`src/rtl/password_setting_if.sv`:
```
// Bus bundle for the password-setting block: key/control strobes in,
// stored password, entry display and status out, plus a state debug tap.
interface password_setting_if;
   logic        set;
   logic        check;
   logic        confirm;
   logic        keyboard_en;
   logic [3:0]  keyboard_num;
   logic        boom;
   logic [11:0] setnum;
   logic [11:0] entrynum;
   logic [2:0]  seats;
   logic        setting;
   logic        setend;
   logic [2:0]  state_dbg;

   // Strobes are single-cycle pulses sampled on the rising clock edge; there is
   // no ready/backpressure, every pulse is consumed in the cycle it is seen.
   modport master (
      output set, check, confirm, keyboard_en, keyboard_num, boom,
      input  setnum, entrynum, seats, setting, setend, state_dbg
   );

   modport slave (
      input  set, check, confirm, keyboard_en, keyboard_num, boom,
      output setnum, entrynum, seats, setting, setend, state_dbg
   );
endinterface

```
`src/rtl/password_setting.sv`:
```
// Three-digit BCD password entry: collects digits into a display buffer and
// commits them to the stored password on confirm once all three are present.
module password_setting (
   input  logic               clk,
   input  logic               rst,
   password_setting_if.slave  bus
);

   typedef enum logic [2:0] {
      IDLE = 3'd0,
      S0   = 3'd1,
      S1   = 3'd2,
      S2   = 3'd3,
      S3   = 3'd4,
      DONE = 3'd5
   } state_t;

   localparam logic [11:0] BLANK_ENTRY = 12'hEEE;
   localparam logic [2:0]  ALL_EMPTY   = 3'b111;

   state_t      state_q,    state_d;
   logic [11:0] setnum_q,   setnum_d;
   logic [11:0] entrynum_q, entrynum_d;
   logic [2:0]  seats_q,    seats_d;
   logic        setting_q,  setting_d;
   logic        setend_q,   setend_d;

   logic        digit_ok;

   assign digit_ok = bus.keyboard_en && (bus.keyboard_num <= 4'd9);

   always_ff @(posedge clk or posedge rst) begin
      if (rst) begin
         state_q    <= IDLE;
         setnum_q   <= 12'h000;
         entrynum_q <= BLANK_ENTRY;
         seats_q    <= ALL_EMPTY;
         setting_q  <= 1'b0;
         setend_q   <= 1'b0;
      end else begin
         state_q    <= state_d;
         setnum_q   <= setnum_d;
         entrynum_q <= entrynum_d;
         seats_q    <= seats_d;
         setting_q  <= setting_d;
         setend_q   <= setend_d;
      end
   end

   always_comb begin
      state_d    = state_q;
      setnum_d   = setnum_q;
      entrynum_d = entrynum_q;
      seats_d    = seats_q;
      setend_d   = setend_q;

      // Alarm outranks everything, including a fresh set request.
      if (bus.boom) begin
         state_d    = IDLE;
         entrynum_d = BLANK_ENTRY;
         seats_d    = ALL_EMPTY;
         setend_d   = 1'b0;
      end else if (bus.set) begin
         state_d    = S0;
         entrynum_d = BLANK_ENTRY;
         seats_d    = ALL_EMPTY;
         setend_d   = 1'b0;
      end else if (bus.check) begin
         state_d    = IDLE;
         entrynum_d = BLANK_ENTRY;
         seats_d    = ALL_EMPTY;
         setend_d   = 1'b0;
      end else begin
         case (state_q)
            IDLE: begin
               state_d = IDLE;
            end
            S0: begin
               if (bus.confirm) begin
                  state_d    = IDLE;
                  entrynum_d = BLANK_ENTRY;
                  seats_d    = ALL_EMPTY;
               end else if (digit_ok) begin
                  state_d          = S1;
                  entrynum_d[11:8] = bus.keyboard_num;
                  seats_d[2]       = 1'b0;
               end
            end
            S1: begin
               if (bus.confirm) begin
                  state_d    = IDLE;
                  entrynum_d = BLANK_ENTRY;
                  seats_d    = ALL_EMPTY;
               end else if (digit_ok) begin
                  state_d         = S2;
                  entrynum_d[7:4] = bus.keyboard_num;
                  seats_d[1]      = 1'b0;
               end
            end
            S2: begin
               // A simultaneous confirm wins; the digit in that cycle is dropped.
               if (bus.confirm) begin
                  state_d    = IDLE;
                  entrynum_d = BLANK_ENTRY;
                  seats_d    = ALL_EMPTY;
               end else if (digit_ok) begin
                  state_d         = S3;
                  entrynum_d[3:0] = bus.keyboard_num;
                  seats_d[0]      = 1'b0;
               end
            end
            S3: begin
               if (bus.confirm) begin
                  state_d  = DONE;
                  setnum_d = entrynum_q;
                  setend_d = 1'b1;
               end
            end
            DONE: begin
               state_d = DONE;
            end
            default: begin
               state_d    = IDLE;
               entrynum_d = BLANK_ENTRY;
               seats_d    = ALL_EMPTY;
               setend_d   = 1'b0;
            end
         endcase
      end

      setting_d = (state_d == S0) || (state_d == S1) ||
                  (state_d == S2) || (state_d == S3);
   end

   assign bus.setnum    = setnum_q;
   assign bus.entrynum  = entrynum_q;
   assign bus.seats     = seats_q;
   assign bus.setting   = setting_q;
   assign bus.setend    = setend_q;
   assign bus.state_dbg = state_q;

endmodule

```
`src/flat_wrapper.sv`:
```
// flat-port wrapper written by rule: the top's interface ports become plain ports
module password_setting_flat 
  (clk, rst, bus_set, bus_check, bus_confirm, bus_keyboard_en, bus_keyboard_num, bus_boom, bus_setnum, bus_entrynum, bus_seats, bus_setting, bus_setend, bus_state_dbg);
  password_setting_if bus_i ();
  input  logic clk;
  input  logic rst;
  input wire logic [$bits(bus_i.set)-1:0] bus_set;
  input wire logic [$bits(bus_i.check)-1:0] bus_check;
  input wire logic [$bits(bus_i.confirm)-1:0] bus_confirm;
  input wire logic [$bits(bus_i.keyboard_en)-1:0] bus_keyboard_en;
  input wire logic [$bits(bus_i.keyboard_num)-1:0] bus_keyboard_num;
  input wire logic [$bits(bus_i.boom)-1:0] bus_boom;
  output wire logic [$bits(bus_i.setnum)-1:0] bus_setnum;
  output wire logic [$bits(bus_i.entrynum)-1:0] bus_entrynum;
  output wire logic [$bits(bus_i.seats)-1:0] bus_seats;
  output wire logic [$bits(bus_i.setting)-1:0] bus_setting;
  output wire logic [$bits(bus_i.setend)-1:0] bus_setend;
  output wire logic [$bits(bus_i.state_dbg)-1:0] bus_state_dbg;
  assign bus_i.set = bus_set;
  assign bus_i.check = bus_check;
  assign bus_i.confirm = bus_confirm;
  assign bus_i.keyboard_en = bus_keyboard_en;
  assign bus_i.keyboard_num = bus_keyboard_num;
  assign bus_i.boom = bus_boom;
  assign bus_setnum = bus_i.setnum;
  assign bus_entrynum = bus_i.entrynum;
  assign bus_seats = bus_i.seats;
  assign bus_setting = bus_i.setting;
  assign bus_setend = bus_i.setend;
  assign bus_state_dbg = bus_i.state_dbg;
  password_setting u_core (.clk(clk), .rst(rst), .bus(bus_i));
endmodule
```
`config.mk`:
```
export PLATFORM = sky130hd
export DESIGN_NAME = password_setting_flat
export DESIGN_NICKNAME = d
export VERILOG_FILES = /design/src/rtl/password_setting_if.sv /design/src/rtl/password_setting.sv /design/src/flat_wrapper.sv
export SDC_FILE = /design/constraint.sdc
export NUM_CORES = 1
export LEC_CHECK = 0
export BUFFER_PORTS_ARGS = -buffer_cell sky130_fd_sc_hd__clkbuf_2
export CORE_ASPECT_RATIO = 0.8
export CORE_MARGIN = 5
export CORE_UTILIZATION = 46
export CTS_BUF_LIST = sky130_fd_sc_hd__clkbuf_16
export CTS_CLUSTER_SIZE = 40
export DETAILED_ROUTE_END_ITERATION = 16
export GPL_ROUTABILITY_DRIVEN = 1
export GPL_TIMING_DRIVEN = 0
export HOLD_SLACK_MARGIN = 0.08
export PLACE_DENSITY = 0.74
export SLEW_MARGIN = 0
export SYNTH_ARGS = -nofsm -noshare
export SYNTH_HDL_FRONTEND = slang
export SYNTH_SLANG_ARGS = --single-unit
```
`constraint.sdc`:
```
create_clock -name clk -period 1.6 [get_ports clk]
set_clock_uncertainty 0.05 [all_clocks]
set_input_delay 0 -clock clk [delete_from_list [all_inputs] [get_ports clk]]
set_output_delay 0 -clock clk [all_outputs]
set_load 0.02 [all_outputs]
```
==> results.sh <==
export IMPL_post_route_util_pct=68.05
export IMPL_vias_per_cell=5.464
export IMPL_postPlaceCellArea_mm2=0.001858
export IMPL_r2r_end="u_core.bus.setnum[8]"
export IMPL_p_total_uw=1866
export IMPL_grt_util_all_layers_pct=18.09
export IMPL_dp_slack_ns=-0.1308
export IMPL_final_common_cell="clkbuf_2"
export IMPL_regArea_um2=819.5
export IMPL_grt_ovfl_total=0
export IMPL_dieArea_mm2=0.004702
export IMPL_leakage_uw=0.001082
export IMPL_port_buffers=41
export IMPL_start_kind="flop"
export IMPL_drc=0
export IMPL_htreeDepth=2
export IMPL_multi_input_area_um2=805.8
export IMPL_core_area_mm2=0.003376
export IMPL_nets=219
export IMPL_crit_type="reg2reg"
export IMPL_vias=1366
export IMPL_worstMarginPinSlew_ns=0.7367
export IMPL_pin_count=43
export IMPL_fin_ws_ns=-0.07974
export IMPL_die_y_um=62.34
export IMPL_yosysTopAreaCell="dfrtp_1"
export IMPL_cp_end_kind="flop"
export IMPL_area_growth_pct=45.83
export IMPL_cts_buffer_depth=2
export IMPL_netlist_instances=139
export IMPL_dp_final_hpwl_um=2742
export IMPL_fin_crit_ns=1.680
export IMPL_yosys_warnings=0
export IMPL_antenna_found_initial=0
export IMPL_failed_checks="negative setup slack"
export IMPL_clkSinkCount=32
export IMPL_fillers=241
export IMPL_seq_area_frac_synth_pct=51.79
export IMPL_grt_max_degree=33
export IMPL_maxCapViolCount=0
export IMPL_period_share_pct=105.0
export IMPL_reg2reg_depth=4
export IMPL_yosys_top_cells_area="dfrtp_1, dfstp_2, mux2_2"
export IMPL_start_util_pct=46.66
export IMPL_final_cells=250
export IMPL_p_per_area_mw_per_mm2=812.2
export IMPL_outcome="complete, but fails checks"
export IMPL_worstHoldPathType="in2async"
export IMPL_place_gp_congestion=0.9283
export IMPL_wire_per_inst_um=17.10
export IMPL_placed_cells=222
export IMPL_grt_pass1_vias=1327
export IMPL_mostFrequentLayoutCells="clkbuf_2, dfrtp_1, mux2_2, dfstp_2, buf_4"
export IMPL_grt_pass1_wl_um=6410
export IMPL_synth_area_mm2=0.001575
export IMPL_clk_latency_ns=0.27
export IMPL_synth_top_area_share_pct=31.77
export IMPL_syn_nets=151
export IMPL_ir_worst_vdd_uv=596.2
export IMPL_hold_viol=0
export IMPL_synth_area_per_cell_um2=11.33
export IMPL_r2r_start="u_core.bus.state_dbg[2]"
export IMPL_cp_required_ns=1.70
export IMPL_routed_wl_um=4276
export IMPL_cts_clk_slew_worst_paths_ns=0.05
export IMPL_slew_violations=0
export IMPL_ys_seq_elements=32
export IMPL_grt_setup_unrepaired="true"
export IMPL_ff2ff_setup_slack_ns=-0.08
export IMPL_cts_inserted_buffers=5
export IMPL_rows=19
export IMPL_drt_pass1_iterations=4
export IMPL_arrival_ns=1.78
export IMPL_clock_fmax_mhz=595.3
export IMPL_tritoncts="done"
export IMPL_ctsRootBufferMaster="clkbuf_16"
export IMPL_drive_above_1_share_pct=61.54
export IMPL_die_w_um=75.43
export IMPL_ys_types=33
export IMPL_slew_headroom_pct=50.51
export IMPL_finalSetupViolations=20
export IMPL_antenna_cells=0
export IMPL_final_cell_area_mm2=0.002297
export IMPL_ant_nets=0
export IMPL_cp_max_fo=8
export IMPL_drt_iter0_drc=111
## area by class of cell
| cell class | count | share of cell area [%] |
|---|---|---|
| plain buffers | 5 | 1.852 |
| inverters | 8 | 1.416 |
| repair buffers | 61 | 17.65 |
| multi-input cells | 94 | 35.08 |
| clock inverters | 3 | 0.5991 |
| flip-flops and latches | 32 | 35.68 |
| clock buffers | 5 | 5.447 |
| well taps | 42 | 2.288 |
## power breakdown
group	leakage [uW]	switching, uW	total (uW)	internal (uW)
Sequential	0.000400	1.19	816	815
Combinational	0.000611	94.7	160	64.8
Clock	0.0000710	327	890	563
## logic make-up after synthesis
kind of cell | share of synthesized area (%)
mux | 17.00
xor+xnor | 1.112
flops | 51.79
simple gates | 12.63
buf+inv | 3.892
fa+ha+maj | 0.7942
compound gates | 12.79
## Yosys cell counts, drive strengths merged
library cell / instances
nand2: 4
or2: 1
dfrtp: 20
mux2i: 2
a221oi: 2
nor2b: 2
o22ai: 1
nand3: 1
buf: 5
ha: 1
a21oi: 7
mux2: 22
and2: 1
nand4: 2
a41oi: 1
or3: 1
o21ai: 11
dfstp: 12
nand2b: 1
o31ai: 1
a211o: 1
nor2: 14
and3: 2
xor2: 2
a31oi: 1
inv: 8
a2111oi: 1
or4: 1
o221a: 1
nor4: 2
nor3: 8
## routing by layer
layer | wire (um) | global-route usage, % | part of all wire, %
met4 | 58 | 7.205 | 1.4
met5 | 0 | 0 | 0
met3 | 323 | 5.484 | 7.6
met1 | 1904 | 23.46 | 45
met2 | 1990 | 27.80 | 47
## critical path, cell delays in order, from the launching register on
cell     delay [ns]
dfrtp_2        0.47
nor2b_4        0.24
nand4_1        0.27
buf_6          0.25
mux2_2         0.27
## metrics by stage
stage | hold slack (ns) | TNS [ns]
2_1_floorplan | 0.05710 | -0.05664
3_3_place_gp | 0.2326 | -0.7200
3_5_place_dp | 0.2369 | -2.289
4_1_cts | 0.1153 | -0.02659
5_1_grt | 0.1765 | -2.214
6_report | 0.1371 | -1.000
## registers in the layout, summed over array words and instances (netlist names)
signal	cells
u_core.bus.setend	1
u_core.bus.seats	3
u_core.bus.setting	1
u_core.bus.entrynum	12
u_core.bus.state_dbg	3
u_core.bus.setnum	12
## worst max path at each step
stage / end / start / depth (start not counted)
after floorplan: u_core.bus.entrynum[1] / u_core.bus.state_dbg[2] / 3
after global placement: u_core.bus.setting / u_core.bus.state_dbg[2] / 6
after detailed placement: u_core.bus.setnum[8] / u_core.bus.state_dbg[2] / 4
after CTS: u_core.bus.setting / u_core.bus.state_dbg[2] / 5
after global routing: u_core.bus.setnum[9] / u_core.bus.state_dbg[2] / 4
final: u_core.bus.setnum[8] / u_core.bus.state_dbg[2] / 4
## what timing repair did
item	4_1_cts	5_1_grt
buffers inserted	5	7
endpoints found under the setup margin	26	27
hold buffers	6	0
cloned	1	0
endpoints found under the hold margin	25	0
gates resized for setup	13	19
pin swaps	3	7
No activity file was read; power rests on OpenSTA's default activity.
